`src/rtl/rv32i_instr_encoder.sv`:
```
// rtl/rv32i_instr_encoder.sv - streaming RV32I instruction encoder with 2-entry output FIFO
module rv32i_instr_encoder #(
    parameter int                ADDR_W    = 32,
    parameter logic [ADDR_W-1:0] BASE_ADDR = '0
) (
    input  logic              clk,
    input  logic              rst_n,
    input  logic              restart,
    input  logic              in_valid,
    output logic              in_ready,
    input  logic [2:0]        fmt,
    input  logic [6:0]        opcode,
    input  logic [4:0]        rd,
    input  logic [4:0]        rs1,
    input  logic [4:0]        rs2,
    input  logic [2:0]        funct3,
    input  logic [6:0]        funct7,
    input  logic [31:0]       imm,
    output logic              out_valid,
    input  logic              out_ready,
    output logic [31:0]       out_instr,
    output logic [ADDR_W-1:0] out_addr,
    output logic              out_err,
    output logic [15:0]       word_count,
    output logic [15:0]       err_count
);

    logic [1:0]        count;
    logic [ADDR_W-1:0] next_addr;
    logic [31:0]       tail_instr;
    logic [ADDR_W-1:0] tail_addr;
    logic              tail_err;
    logic [31:0]       enc_instr;
    logic              enc_err;
    logic              push;
    logic              pop;
    logic              is_bad;
    logic              b_bad;
    logic              j_bad;

    assign in_ready  = (count < 2'd2) && !restart;
    assign out_valid = (count != 2'd0);
    assign push      = in_valid && in_ready;
    assign pop       = out_valid && out_ready;

    // Immediate fits when all bits above the field's sign bit match it
    assign is_bad = !((&imm[31:11]) || !(|imm[31:11]));
    assign b_bad  = !((&imm[31:12]) || !(|imm[31:12])) || imm[0];
    assign j_bad  = !((&imm[31:20]) || !(|imm[31:20])) || imm[0];

    always_comb begin
        enc_instr = 32'h0000_0013;
        enc_err   = 1'b1;
        case (fmt)
            3'd0: begin
                enc_instr = {funct7, rs2, rs1, funct3, rd, opcode};
                enc_err   = 1'b0;
            end
            3'd1: begin
                enc_instr = {imm[11:0], rs1, funct3, rd, opcode};
                enc_err   = is_bad;
            end
            3'd2: begin
                enc_instr = {imm[11:5], rs2, rs1, funct3, imm[4:0], opcode};
                enc_err   = is_bad;
            end
            3'd3: begin
                enc_instr = {imm[12], imm[10:5], rs2, rs1, funct3, imm[4:1], imm[11], opcode};
                enc_err   = b_bad;
            end
            3'd4: begin
                enc_instr = {imm[31:12], rd, opcode};
                enc_err   = (imm[11:0] != 12'd0);
            end
            3'd5: begin
                enc_instr = {imm[20], imm[10:1], imm[11], imm[19:12], rd, opcode};
                enc_err   = j_bad;
            end
            3'd6: begin
                enc_instr = {funct7, imm[4:0], rs1, funct3, rd, opcode};
                enc_err   = (imm[31:5] != 27'd0);
            end
            default: begin
                enc_instr = 32'h0000_0013;
                enc_err   = 1'b1;
            end
        endcase
    end

    // Head is held in the out_* registers so it keeps its value once the FIFO drains
    always_ff @(posedge clk or negedge rst_n) begin
        if (!rst_n) begin
            count      <= 2'd0;
            next_addr  <= BASE_ADDR;
            out_instr  <= 32'd0;
            out_addr   <= '0;
            out_err    <= 1'b0;
            tail_instr <= 32'd0;
            tail_addr  <= '0;
            tail_err   <= 1'b0;
            word_count <= 16'd0;
            err_count  <= 16'd0;
        end else if (restart) begin
            count      <= 2'd0;
            next_addr  <= BASE_ADDR;
            word_count <= 16'd0;
            err_count  <= 16'd0;
        end else begin
            if (push) begin
                next_addr <= next_addr + ADDR_W'(4);
                if (word_count != 16'hFFFF)
                    word_count <= word_count + 16'd1;
                if (enc_err && (err_count != 16'hFFFF))
                    err_count <= err_count + 16'd1;
            end
            case (count)
                2'd0: begin
                    if (push) begin
                        out_instr <= enc_instr;
                        out_addr  <= next_addr;
                        out_err   <= enc_err;
                        count     <= 2'd1;
                    end
                end
                2'd1: begin
                    if (push && pop) begin
                        out_instr <= enc_instr;
                        out_addr  <= next_addr;
                        out_err   <= enc_err;
                    end else if (push) begin
                        tail_instr <= enc_instr;
                        tail_addr  <= next_addr;
                        tail_err   <= enc_err;
                        count      <= 2'd2;
                    end else if (pop) begin
                        count <= 2'd0;
                    end
                end
                default: begin
                    if (pop) begin
                        out_instr <= tail_instr;
                        out_addr  <= tail_addr;
                        out_err   <= tail_err;
                        count     <= 2'd1;
                    end
                end
            endcase
        end
    end

endmodule

```
`config.mk`:
```
export PLATFORM = sky130hd
export DESIGN_NAME = rv32i_instr_encoder
export DESIGN_NICKNAME = d
export VERILOG_FILES = /design/src/rtl/rv32i_instr_encoder.sv
export SDC_FILE = /design/constraint.sdc
export NUM_CORES = 1
export LEC_CHECK = 0
export ABC_AREA = 1
export CAP_MARGIN = 0
export CORE_ASPECT_RATIO = 0.8
export CORE_UTILIZATION = 50
export DETAILED_ROUTE_END_ITERATION = 6
export PLACE_DENSITY = 0.79
export SYNTH_ARGS = -nofsm -noshare
export SYNTH_HDL_FRONTEND = slang
export SYNTH_SLANG_ARGS = --single-unit
export TNS_END_PERCENT = 50
```
`constraint.sdc`:
```
create_clock -name clk -period 2.9 [get_ports clk]
set_input_delay 0.87 -clock clk [delete_from_list [all_inputs] [get_ports clk]]
set_output_delay 0.87 -clock clk [all_outputs]
set_load 0.03 [all_outputs]
```
# Word-level counts from Yosys, hierarchy flattened
# Cells that the tools add are included.
# totals
out_inout_bits	99
reg_bits	196
input_bits	72
# op_classes
eq_ne	14
magnitude_cmp	1
bitwise_logic	2
addsub	3
n_mux	29
n_reduce_logical	39
# op_table
cell	count
two-way mux 32 bit	8
one-hot mux 32 bit (7 select lines)	1
one-hot mux 32 bit (2 select lines)	2
two-way mux 16 bit	6
adder 16 x 1 -> 16 bit, second input constant	2
adder 32 x 3 -> 32 bit, second input constant	1
inequality test 16 bit, second input constant	2
nonzero test 27 bit	1
AND reduction 21 bit	1
OR reduction 21 bit	1
AND reduction 20 bit	1
OR reduction 20 bit	1
two-way mux 2 bit	6
AND reduction 12 bit	1
AND reduction 4 bit	3
nonzero test 12 bit	1
OR reduction 12 bit	1
equality test 3 bit, second input constant	3
nonzero test 2 bit	4
logical NOT 1 bit	7
equality test 3 x 2 -> 1 bit, second input constant	2
inequality test 3 bit, second input constant	2
one-hot mux 1 bit (6 select lines)	1
logical AND 1 bit	5
other kinds (16)	25

# Depth between registers and ports, before layout
# depth
ltp_word	10
depth_mapped	14

# Worst setup path before layout
# OpenSTA, ideal clock, no wires.
# synth_timing
path_type	input to register
from	input restart
to	register out_addr[10]
slack_ps	431
required_time_ps	2770
path_stages	9
setup_time_ps	130
t_arrival_ps	2339
path_buffers	3
path_cell_list	nor2_1 -> nand2_1 -> buf_2 -> o21ai_1 -> o21ai_1 -> inv_2 -> buf_4 -> buf_2 -> a31oi_1
# synth_via
elab_chain_len	6
elab_cells_between_ends	8
# synth_lines
item	line	text
start: declaration	8	input logic restart,
logical NOT 1 bit	41	assign in_ready = (count < 2'd2) && !restart;
logical AND 1 bit	41	
logical AND 1 bit	43	assign push = in_valid && in_ready;
logical AND 1 bit	126	if (push && pop) begin
inequality test 2 bit (no source line)	--	
AND reduction 4 bit (no source line) (*)	--	
end signal: assignment	120	out_addr <= next_addr;
end signal: assignment	128	out_addr <= next_addr;
end signal: assignment	142	out_addr <= tail_addr;
end: declaration	22	output logic [ADDR_W-1:0] out_addr,
# Mark *: on every way between the ends. The rest lies on a longest branch, timed or not.
# A chain may end at the register's enable or synchronous reset.

# Worst setup path in the final report
# layout_timing
from	input restart
to	output in_ready
# layout_via
elab_chain_len	2
# layout_lines
item	line	text
logical NOT 1 bit	41	
logical AND 1 bit	41	
end: declaration	10	output logic in_ready,
# No other way between the ends.

==> results.py <==
metrics = {
    "run": {
        "cap_viol_max_count": 0,
    },
    "timing": {
        "setup_violations": 0,
        "rsz0062_at_grt": "false",
        "hold_violations": 0,
        "maxSlewViolCount": 0,
        "slew-limit-headroom_pct": 50.3,
        "worst_clock_skew_ns": 0.0205,
        "tns_ns": 0,
        "worstMarginPinSlew_ns": 0.746,
        "post-route-min-period_ns": 2.63,
        "fin_hold_ws_ns": 0.399,
        "finalCritPeriodShare_pct": 90.7,
        "fmax_ghz": 0.380,
        "worst_slack_ns": 0.271,
    },
    "cts": {
        "cts_setup_buffers": 0,
        "htree_levels": 4,
        "clock-root-buffer": "clkbuf_16",
        "clk_path_buf_depth": 2,
        "cts_buffers": 17,
        "clk_pin_slew_ns": 0.07,
        "insertion_delay_ns": 0.44,
        "cts_tree": "yes",
        "cts-hold-fix-buffers": 0,
        "cts_sinks": 190,
        "post_cts_resized": 0,
    },
    "placed_design": {
        "io_buffer_count": 168,
        "placed_cells": 1719,
        "dpl_cell_area_um2": 11900,
        "place_ws_ns": 0.00703,
        "place.gp.congestion": 0.980,
        "hpwl_mm": 19.8,
    },
    "floorplan": {
        "die_h_um": 128,
        "die-area_um2": 20400,
        "die_w_um": 159,
        "core-area_um2": 19200,
        "start_util_pct": 51.5,
        "rows": 45,
        "io_pins": 171,
    },
    "synth": {
        "synth_fa_ha_area_share_pct": 0.379,
        "synth_edf_count": 0,
        "synth-compound-area-share_pct": 13.2,
        "yosysSeqAreaShare_pct": 48.1,
        "synth.cell_area_um2": 9890,
        "synth-seq-cells": 190,
        "syn_inst": 1326,
        "synth_top_family_by_area": "simple AND/OR/NAND/NOR gates",
        "synth_ff_type": "dfrtp_1",
        "ys_types": 41,
        "synth_area_leaders": "dfrtp_1 48%, nand2_1 15%, nor2_1 5.8%",
        "synth_most_common_cell": "nand2_1",
        "syn_area_per_cell_um2": 7.46,
        "synth.largest_area_cell": "dfrtp_1",
        "yosys_warnings": 0,
        "async_flop_share_pct": 100,
        "synth_top_area_share_pct": 48.1,
        "synth_xor_xnor_area_share_pct": 1.06,
        "synth_common_cells": "399 x nand2_1, 190 x dfrtp_1, 154 x nor2_1",
        "synthSimpleGateAreaFrac_pct": 29.5,
        "muxShareOfSynthArea_pct": 0,
    },
    "critical_path": {
        "crit_path_start_kind": "input port",
        "endpoint_kind": "output port",
        "crit_path_max_incr_delay_ns": 0.44,
        "path_class": "input port to output port",
        "crit_top_cell": "buf_4",
        "worstPathCellList": "clkdlybuf4s50_1 > nor2_1 > buf_4 > buf_4",
        "critPathTopFamily": "buffers and inverters",
        "arrival_ns": 1.76,
        "critPathRequiredTime_ns": 2.03,
        "ff2ff_setup_slack_ns": 0.75,
        "critPathBufInv": 3,
        "critical_path_peak_fanout": 2,
        "slowest_stage": "clkdlybuf4s50_1",
    },
    "final_layout": {
        "finalNonFillerCells": 1750,
        "nNetsFinal": 1555,
        "fillers": 1661,
        "utilization_pct": 65.2,
        "antenna_cells": 0,
        "drive_gt1_share_pct": 6.17,
        "stdcell_area_um2": 12500,
        "multi_input_area_um2": 4390,
        "regArea_um2": 4760,
        "syn2layout_area_growth_pct": 26.4,
    },
    "min_path": {
        "min_path_type": "input port to asynchronous set/reset pin",
    },
    "drt": {
        "wl_per_cell_um": 15.9,
        "drc": 0,
        "ant_nets": 0,
        "vias": 9513,
        "totalWireLength_mm": 27.8,
        "avgViaCountPerCell": 5.44,
        "drt_iter0_markers": 876,
        "drtPass1Iterations": 5,
    },
    "grt": {
        "grt_max_degree": 67,
        "grt.overflow.total": 0,
        "gr-usage-all-layers_pct": 27.8,
        "grt_pass1_wl_mm": 45.1,
        "grt_antenna_before_repair": 0,
        "grt_pass1_vias": 8850,
    },
    "pwr": {
        "power_mw": 9.45,
        "pwr_density_cell_nw_per_um2": 755,
        "irDropWorstVdd_v": 0.000432,
        "p_leak_nw": 5.58,
    },
    "run_status": {
        "status": "finished clean",
    },
}
flip-flops by register name, indices dropped and copies added (netlist names):
register,cells
word_count,16
err_count,16
count,2
next_addr,30
tail_addr,30
out_err,1
tail_err,1
tail_instr,32
out_instr,32
out_addr,30
worst paths after layout:
check | from | endpoint | depth (start not counted)
worst max-delay path | restart | in_ready | 4
worst min-delay path | rst_n | tail_addr[16] | 1
worst max register to register | word_count[0] | word_count[12] | 11
worst min register to register | tail_instr[4] | tail_instr[4] | 2
max in group asynchronous | rst_n | out_addr[3] | 2
min in group clk | tail_instr[4] | tail_instr[4] | 2
per-layer routing:
layer,track usage (%),routed length (um),vias to the layer above
met5,0,0,-
li1,-,-,4635
met3,6.86,2100,23
met4,5.03,214,0
met1,41.1,13300,4484
met2,41.7,12100,371
area by class of cell:
cell class,instances,share of cell area [%]
Sequential cell,190,38.0
Multi-Input combinational cell,949,35.1
Timing Repair Buffer,193,15.7
Inverter,129,3.87
Clock buffer,18,3.51
Tap cell,258,2.58
Clock inverter,13,1.32
placed cells by master (no fill, tap or decap), types with 7 or more instances in the layout:
master             n
xor2_1             9
nor2_1           154
nand4_1           28
a31oi_1           33
inv_1            115
clkdlybuf4s50_1  166
nor3_1            19
o21ai_1           14
buf_12             7
nand3_1           67
o21ai_0           74
clkbuf_16         17
o211ai_1           8
inv_2             14
a21oi_1           71
nand2_1          398
o22ai_1           17
dfrtp_1          189
buf_4             19
report_power, final:
| group | leakage, nW | switching (mW) | total (mW) | internal (mW) |
|---|---|---|---|---|
| registers | 2.45 | 0.397 | 3.73 | 3.34 |
| clock network | 0.284 | 1.03 | 2.41 | 1.38 |
| logic | 2.84 | 1.98 | 3.30 | 1.32 |
| total | 5.58 | 3.41 | 9.45 | 6.04 |
cells by family after synthesis:
family          count (synthesis)
compound gates                234
other cells                     1
buf+inv                       188
simple gates                  698
xor+xnor                       12
fa+ha+maj                       3
flops                         190
(Power assumes the default switching activity.)
